$ cat src/rtl/clk_div_cfg.sv
// Configuration front-end for the clock divider: stops the divider, drains it,
// swaps in a new ratio and re-enables it, so the ratio never changes while running.
module clk_div_cfg #(
  parameter int RATIO_WD    = 4,
  parameter int RESET_RATIO = 1,
  parameter int DRAIN_CYC   = 16,
  parameter int SETTLE_CYC  = 2
) (
  input  logic                i_ref_clk,
  input  logic                i_rst,
  input  logic                i_enable,
  input  logic [RATIO_WD-1:0] i_cfg_ratio,
  input  logic                i_cfg_valid,
  output logic                o_cfg_ready,
  output logic                o_cfg_done,
  output logic                o_cfg_err,
  output logic                o_busy,
  output logic                o_clk_en,
  output logic [RATIO_WD-1:0] o_div_ratio
);

  localparam int CNT_MAX = (DRAIN_CYC > SETTLE_CYC) ? DRAIN_CYC : SETTLE_CYC;
  localparam int CNT_WD  = $clog2(CNT_MAX + 1);

  localparam logic [CNT_WD-1:0]   DRAIN_LAST  = CNT_WD'(DRAIN_CYC - 1);
  localparam logic [CNT_WD-1:0]   SETTLE_LAST = CNT_WD'(SETTLE_CYC - 1);
  localparam logic [CNT_WD-1:0]   CNT_SAT     = CNT_WD'(CNT_MAX);
  localparam logic [RATIO_WD-1:0] RST_RATIO   = RATIO_WD'(RESET_RATIO);

  typedef enum logic [1:0] {
    ST_OFF    = 2'd0,
    ST_RUN    = 2'd1,
    ST_DRAIN  = 2'd2,
    ST_SETTLE = 2'd3
  } state_e;

  state_e              state_q, state_d;
  logic [RATIO_WD-1:0] ratio_q, ratio_d;
  logic [RATIO_WD-1:0] pend_q, pend_d;
  logic [CNT_WD-1:0]   cnt_q, cnt_d;
  logic                clk_en_q, clk_en_d;
  logic                done_q, done_d;
  logic                err_q, err_d;

  logic                ready_s;
  logic                req_s;
  logic                req_zero_s;
  logic                req_same_s;
  logic [CNT_WD-1:0]   cnt_inc_s;

  assign ready_s     = (state_q == ST_OFF) || (state_q == ST_RUN);
  assign o_cfg_ready = ready_s;
  assign o_busy      = (state_q == ST_DRAIN) || (state_q == ST_SETTLE);
  assign o_clk_en    = clk_en_q;
  assign o_div_ratio = ratio_q;
  assign o_cfg_done  = done_q;
  assign o_cfg_err   = err_q;

  // Request decode and saturating counter increment
  always_comb begin
    req_s      = ready_s && i_cfg_valid;
    req_zero_s = (i_cfg_ratio == {RATIO_WD{1'b0}});
    req_same_s = (i_cfg_ratio == ratio_q);
    if (cnt_q == CNT_SAT) begin
      cnt_inc_s = cnt_q;
    end else begin
      cnt_inc_s = cnt_q + CNT_WD'(1);
    end
  end

  // Next-state and registered-output logic
  always_comb begin
    state_d = state_q;
    ratio_d = ratio_q;
    pend_d  = pend_q;
    cnt_d   = cnt_q;
    done_d  = 1'b0;
    err_d   = 1'b0;
    case (state_q)
      ST_OFF: begin
        if (req_s && req_zero_s) begin
          err_d = 1'b1;
        end else if (req_s && req_same_s) begin
          done_d = 1'b1;
        end else if (req_s) begin
          // Divider is stopped, so the ratio can be swapped directly
          ratio_d = i_cfg_ratio;
          done_d  = 1'b1;
          state_d = i_enable ? ST_RUN : ST_OFF;
        end else begin
          state_d = i_enable ? ST_RUN : ST_OFF;
        end
      end
      ST_RUN: begin
        if (req_s && req_zero_s) begin
          err_d = 1'b1;
        end else if (req_s && req_same_s) begin
          done_d = 1'b1;
        end else if (req_s) begin
          pend_d  = i_cfg_ratio;
          cnt_d   = {CNT_WD{1'b0}};
          state_d = ST_DRAIN;
        end else begin
          state_d = i_enable ? ST_RUN : ST_OFF;
        end
      end
      ST_DRAIN: begin
        if (cnt_q == DRAIN_LAST) begin
          ratio_d = pend_q;
          done_d  = 1'b1;
          cnt_d   = {CNT_WD{1'b0}};
          state_d = ST_SETTLE;
        end else begin
          cnt_d = cnt_inc_s;
        end
      end
      ST_SETTLE: begin
        if (cnt_q == SETTLE_LAST) begin
          cnt_d   = {CNT_WD{1'b0}};
          state_d = i_enable ? ST_RUN : ST_OFF;
        end else begin
          cnt_d = cnt_inc_s;
        end
      end
      default: begin
        state_d = ST_OFF;
      end
    endcase
    clk_en_d = (state_d == ST_RUN);
  end

  // State and output registers
  always_ff @(posedge i_ref_clk or negedge i_rst) begin
    if (!i_rst) begin
      state_q  <= ST_OFF;
      ratio_q  <= RST_RATIO;
      pend_q   <= {RATIO_WD{1'b0}};
      cnt_q    <= {CNT_WD{1'b0}};
      clk_en_q <= 1'b0;
      done_q   <= 1'b0;
      err_q    <= 1'b0;
    end else begin
      state_q  <= state_d;
      ratio_q  <= ratio_d;
      pend_q   <= pend_d;
      cnt_q    <= cnt_d;
      clk_en_q <= clk_en_d;
      done_q   <= done_d;
      err_q    <= err_d;
    end
  end

endmodule

$ cat config.mk
export PLATFORM = sky130hd
export DESIGN_NAME = clk_div_cfg
export DESIGN_NICKNAME = d
export VERILOG_FILES = /design/src/rtl/clk_div_cfg.sv
export SDC_FILE = /design/constraint.sdc
export NUM_CORES = 1
export LEC_CHECK = 0
export CAP_MARGIN = 20
export CORE_MARGIN = 2
export CORE_UTILIZATION = 55
export DETAILED_ROUTE_END_ITERATION = 10
export PLACE_DENSITY_LB_ADDON = 0.2
export SLEW_MARGIN = 25
export SYNTH_ARGS = -nofsm -noshare
export SYNTH_HDL_FRONTEND = slang
export SYNTH_SLANG_ARGS = --single-unit
$ cat constraint.sdc
create_clock -name i_ref_clk -period 5.3 [get_ports i_ref_clk]
set_clock_uncertainty 0.05 [all_clocks]
set_input_delay 1.06 -clock i_ref_clk [delete_from_list [all_inputs] [get_ports i_ref_clk]]
set_output_delay 1.06 -clock i_ref_clk [all_outputs]
set_load 0.005 [all_outputs]
* Word level (Yosys, flattened, before mapping)
Index checks and enable logic that the tools add are counted.
** Word-level totals
- Flip-flop bits (word level) :: 18
- Output and inout port bits :: 9
- Word-level logic and storage cells :: 68
** Operators by class
- Add/sub/neg operators :: 1
- Equality and inequality tests :: 15
- Mux-type cells :: 30
- Bitwise gates (word level) :: 2
- Reductions and logical operators :: 13
** Operators with widths (number)
- 2-to-1 mux 5 bit :: 6
- 2-to-1 mux 4 bit :: 4
- one-hot mux 5 bit (3 select lines) :: 1
- 2-to-1 mux 2 bit :: 7
- inequality test 2 bit (second input constant) :: 6
- 2-to-1 mux 1 bit :: 9
- one-hot mux 2 bit (4 select lines) :: 1
- one-hot mux 4 bit (2 select lines) :: 1
- AND reduction 4 bit :: 2
- adder 5 x 1 -> 5 bit (second input constant) :: 1
- equality test 5 x 1 -> 1 bit (second input constant) :: 1
- equality test 5 x 4 -> 1 bit (second input constant) :: 1
- equality test 5 bit (second input constant) :: 1
- AND reduction 5 bit :: 1
- equality test 2 x 1 -> 1 bit (second input constant) :: 2
- equality test 2 bit (second input constant) :: 2
- equality test 4 bit :: 1
- zero test 4 bit :: 1
- logical AND 1 bit :: 3
- one-hot mux 1 bit (3 select lines) :: 1
- nonzero test 3 bit :: 1
- zero test 2 bit :: 1
- logical OR 1 bit :: 2
- inequality test 2 x 1 -> 1 bit (second input constant) :: 1
- other kinds (3) :: 4

* Depth between registers and ports, before layout
- Word-level depth :: 8
- Mapped depth :: 8

* Worst setup path after synthesis
OpenSTA, ideal clock, no wires.
- Path kind :: input -> register
- Start :: input port i_cfg_ratio[0]
- End :: register ratio_q[1] (netlist: o_div_ratio[1])
- Data arrival time :: 2192 ps
- Required time :: 5125 ps
- Slack :: 2934 ps
- Stages on the path :: 5
- Path buffers :: 0
- Path through :: or4_4 -> nor2b_4 -> nand2_1 -> a21oi_2 -> mux2_2
** On the way
- Cells in the longest elaborated chain, start to end :: 4
- Elaborated cells on any way between the ends :: 7
- Those cells by class :: 3 x eq/ne; 4 x reduce/logical
** Ends and longest elaborated chain
- start: declaration :: line 12 : input logic [RATIO_WD-1:0] i_cfg_ratio,
- equality test 4 bit / zero test 4 bit (equally long branches) :: line 63, 62
- logical AND 1 bit (on tied branches) :: line 83, 81
- inequality test 2 bit (no line)
- AND reduction 5 bit (no line) (*)
- end signal: assignment :: line 144 : ratio_q <= ratio_d;
- end: declaration :: line 38 : logic [RATIO_WD-1:0] ratio_q, ratio_d;
Every way passes the cells marked *; elsewhere a longest branch is shown, timed or not.
A chain may end at the register's enable or synchronous reset.

* Worst setup path after layout
- Start :: input port i_cfg_ratio[3]
- End :: register pend_q[2]
** On the way
- Cells in the longest elaborated chain, start to end :: 4
- Elaborated cells on any way between the ends :: 7
- Those cells by class :: 1 x eq/ne; 2 x bitwise; 4 x reduce/logical
** Ends and longest elaborated chain
- equality test 4 bit / zero test 4 bit (equally long branches) :: line 63, 62
- logical AND 1 bit (on tied branches) :: line 97, 95
- NOT 1 bit (no line)
- AND reduction 4 bit (no line) (*)
- end signal: assignment :: line 137 : pend_q <= {RATIO_WD{1'b0}};
- end signal: assignment :: line 145 : pend_q <= pend_d;
- end: declaration :: line 39 : logic [RATIO_WD-1:0] pend_q, pend_d;
Marks and branches as above.

==> impl_results.rst <==
.. list-table::
   :header-rows: 1

   * - Metric
     - Value
   * - Setup repair after global routing missed its margin
     - no
   * - Via total after detailed routing
     - 753
   * - Total power divided by cell area
     - 543 nW/um2
   * - Worst-case clock buffer depth
     - 2
   * - Effective utilization at floorplan
     - 58.3%
   * - Residual overflow from global routing
     - 0
   * - Post-layout minimum cycle time
     - 2790 ps
   * - Clock-pin slew of the registers on the worst-case setup and hold paths
     - 110 ps
   * - Synth area leader
     - dfrtp_1
   * - Count of inserted antenna diode cells
     - 0
   * - Slew at the pin closest to its max-slew limit
     - 790 ps
   * - Via-to-Cell Ratio
     - 5.54
   * - Post-route insts no fill
     - 136
   * - Number of sinks driven by the clock tree
     - 18
   * - Fmax
     - 358 MHz
   * - LEAKAGE
     - 0.517 nW
   * - HPWL reported at the end of detailed placement
     - 1350 um
   * - Sequential cell area fraction in the yosys report
     - 45.4%
   * - Pins Over Slew Limit
     - 0
   * - H-Tree Depth
     - 1
   * - IR Drop Worst-Case VDD
     - 0.288 mV
   * - Hold-fix buffer count after cts
     - 0
   * - Placer's final routability congestion estimate
     - 0.910
   * - Post-synthesis average cell area
     - 10.6 um2
   * - TritonCTS clock tree
     - done
   * - I/O pin total
     - 17
   * - Ys Warns
     - 0
   * - Number of failing hold endpoints at the final stage
     - 0
   * - Post-CTS setup repair buffer count
     - 0
   * - Largest net degree at the start of global routing
     - 19
   * - Clock latency at the later pin of the worst-skew pair
     - 290 ps
   * - Final core utilization
     - 71.0%
   * - Number of cells upsized or downsized after cts
     - 0
   * - Path type of the worst setup path
     - primary input to flop
   * - Post-synth design cell area
     - 996 um2
   * - Post-route DRC
     - 0
   * - Total of max-cap violations
     - 0
   * - Max_slew headroom
     - 47.2%
   * - Core region area
     - 1710 um2
   * - Initial antenna violation count
     - 0
   * - Net count of the mapped netlist
     - 106
   * - Data arrival at the endpoint of the critical path
     - 2930 ps
   * - Portion of synthesized cell area occupied by the leading cell type
     - 42.7%
   * - Number of global-route vias before repair
     - 686
   * - Area added between synthesis and finish
     - 21.7%
   * - Antenna Nets Post-Route
     - 0
   * - Kind of end point of the critical path
     - flop
   * - Path type of the worst min-delay path
     - flop to flop
   * - Required arrival time at the worst endpoint
     - 5440 ps
   * - WL per Instance
     - 13.4 um
   * - CTS root buf
     - clkbuf_4
   * - Placed Area
     - 1180 um2
   * - Total Negative Setup Slacks
     - 0 ps
   * - Gate count of the mapped netlist
     - 94
   * - Fraction of final layout cells with drive strength greater than 1
     - 20.7%
   * - Width of the die
     - 46.6 um
   * - Startpoint types
     - primary input
   * - TritonCTS Buffers
     - 3
   * - Count of cell types in the netlist
     - 32
   * - Global-route wire length before repair
     - 3080 um
   * - Total Routing Usage GR
     - 20.4%
   * - Post-route total power
     - 658 uW
   * - Port buffer count
     - 16
   * - Number of nets at the end of the flow
     - 124
   * - Initial drt markers
     - 20
   * - Total iterations of the first detailed-routing run
     - 4
   * - Top post-synthesis cells by area
     - dfrtp_1 (43%), mux2_2 (14%), ha_1 (5.0%)
   * - Seq cells post-synth
     - 18
   * - Final routed wirelength across all metal layers
     - 1830 um
   * - Status
     - finished clean
   * - Cell Rows
     - 15
   * - Top fanout value on the critical path
     - 6
   * - Die area
     - 2170 um2
   * - Final Cell Area
     - 1210 um2
   * - Share of the cycle needed by the critical path after routing
     - 52.7%
   * - # setup viols final
     - 0
   * - Placed instance count
     - 132
   * - Overall die height
     - 46.6 um
==> worst max-delay path, cell delays in order <==
cell             delay, ps
clkdlybuf4s50_1        480
xnor2_1                160
nand4_1                220
nand2_1                 80
nor3_1                 530
mux2_2                 410
==> flip-flops by register name, summed over array words and instances (netlist names) <==
name and flops:
o_cfg_err 1, state_q 2, cnt_q 5, o_div_ratio 4
o_cfg_done 1, pend_q 4, o_clk_en 1
==> final cells by class <==
| type | instances | area [um2] |
|---|---|---|
| Timing Repair Buffer | 16 | 160 |
| Multi-Input combinational cell | 67 | 510 |
| Inverter | 6 | 22.5 |
| Clock buffer | 4 | 36.3 |
| Sequential cell | 18 | 452 |
| Fill cell | 131 | 495 |
| Tap cell | 25 | 31.3 |
==> synthesized netlist by cell type, drive strengths merged <==
cell and n:
nand4 1, o211ai 1, xor2 1, a31oi 4
nor2b 3, inv 6, nand3 2, a21o 2
and3 1, or2b 1, dfrtp 17, nand3b 1
o31ai 1, or4b 1, mux2 12, clkbuf 3
nor3 2, o21ai 4, ha 4, or4 1
nand2 8, xnor2 4, a21oi 4, o22ai 1
dfstp 1, nor3b 1, nor2 5, a22o 1
a41oi 1
==> worst paths after layout <==
path | from | to | slack (ps) | depth (start not counted)
worst min-delay path | pend_q[3] | pend_q[3] | 470 | 1
worst max register to register | state_q[1] | pend_q[2] | 3190 | 3
min in group asynchronous | i_rst | pend_q[0] | 1160 | 1
max in group asynchronous | i_rst | state_q[0] | 3530 | 1
worst min register to register | pend_q[3] | pend_q[3] | 470 | 1
worst max-delay path | i_cfg_ratio[3] | pend_q[2] | 2510 | 6
==> cells in the final DEF (no fill, tap or decap) <==
cell type        count
a21o_1               2
a21oi_1              3
a21oi_2              1
a22o_1               1
a31oi_1              3
a31oi_2              1
a41oi_1              1
and3_1               1
clkbuf_4             3
clkbuf_8             1
clkdlybuf4s50_1     16
dfrtp_1             17
dfstp_2              1
ha_1                 4
inv_1                6
mux2_2              12
nand2_1              8
nand3_1              2
nand3b_1             1
nand4_1              1
nor2_1               5
nor2b_1              2
nor2b_4              1
nor3_1               2
nor3b_1              1
o211ai_1             1
o21ai_0              4
o22ai_1              1
o31ai_1              1
or2b_2               1
or4_4                1
or4b_2               1
xnor2_1              4
xor2_1               1
==> per-layer routing <==
metal,part of all wire (%),track usage (%),vias to the layer above
met4,0.77,8.00,0
met5,0,0,-
met3,4.4,5.49,2
li1,-,-,364
met2,46,30.6,18
met1,48,27.7,369
==> stage by stage <==
| stage | worst slack, ps | hold slack, ps |
|---|---|---|
| floorplan | 2930 | 425 |
| global placement | 2260 | 437 |
| detailed placement | 2220 | 446 |
| CTS | 2540 | 472 |
| global route | 2410 | 498 |
| finish | 2510 | 467 |
==> where the power goes <==
| part | switching, mW | internal (mW) |
|---|---|---|
| registers | 0.0676 | 0.199 |
| clock network | 0.0426 | 0.0418 |
| logic | 0.128 | 0.179 |
| total | 0.238 | 0.420 |
==> kinds of logic after synthesis <==
| family | share of synthesized area [%] |
|---|---|
| xor+xnor | 4.40 |
| fa+ha+maj | 5.03 |
| buf+inv | 3.39 |
| mux | 13.6 |
| flops | 45.4 |
| compound gates | 12.9 |
| simple gates | 15.3 |
No activity file was read; power rests on OpenSTA's default activity.
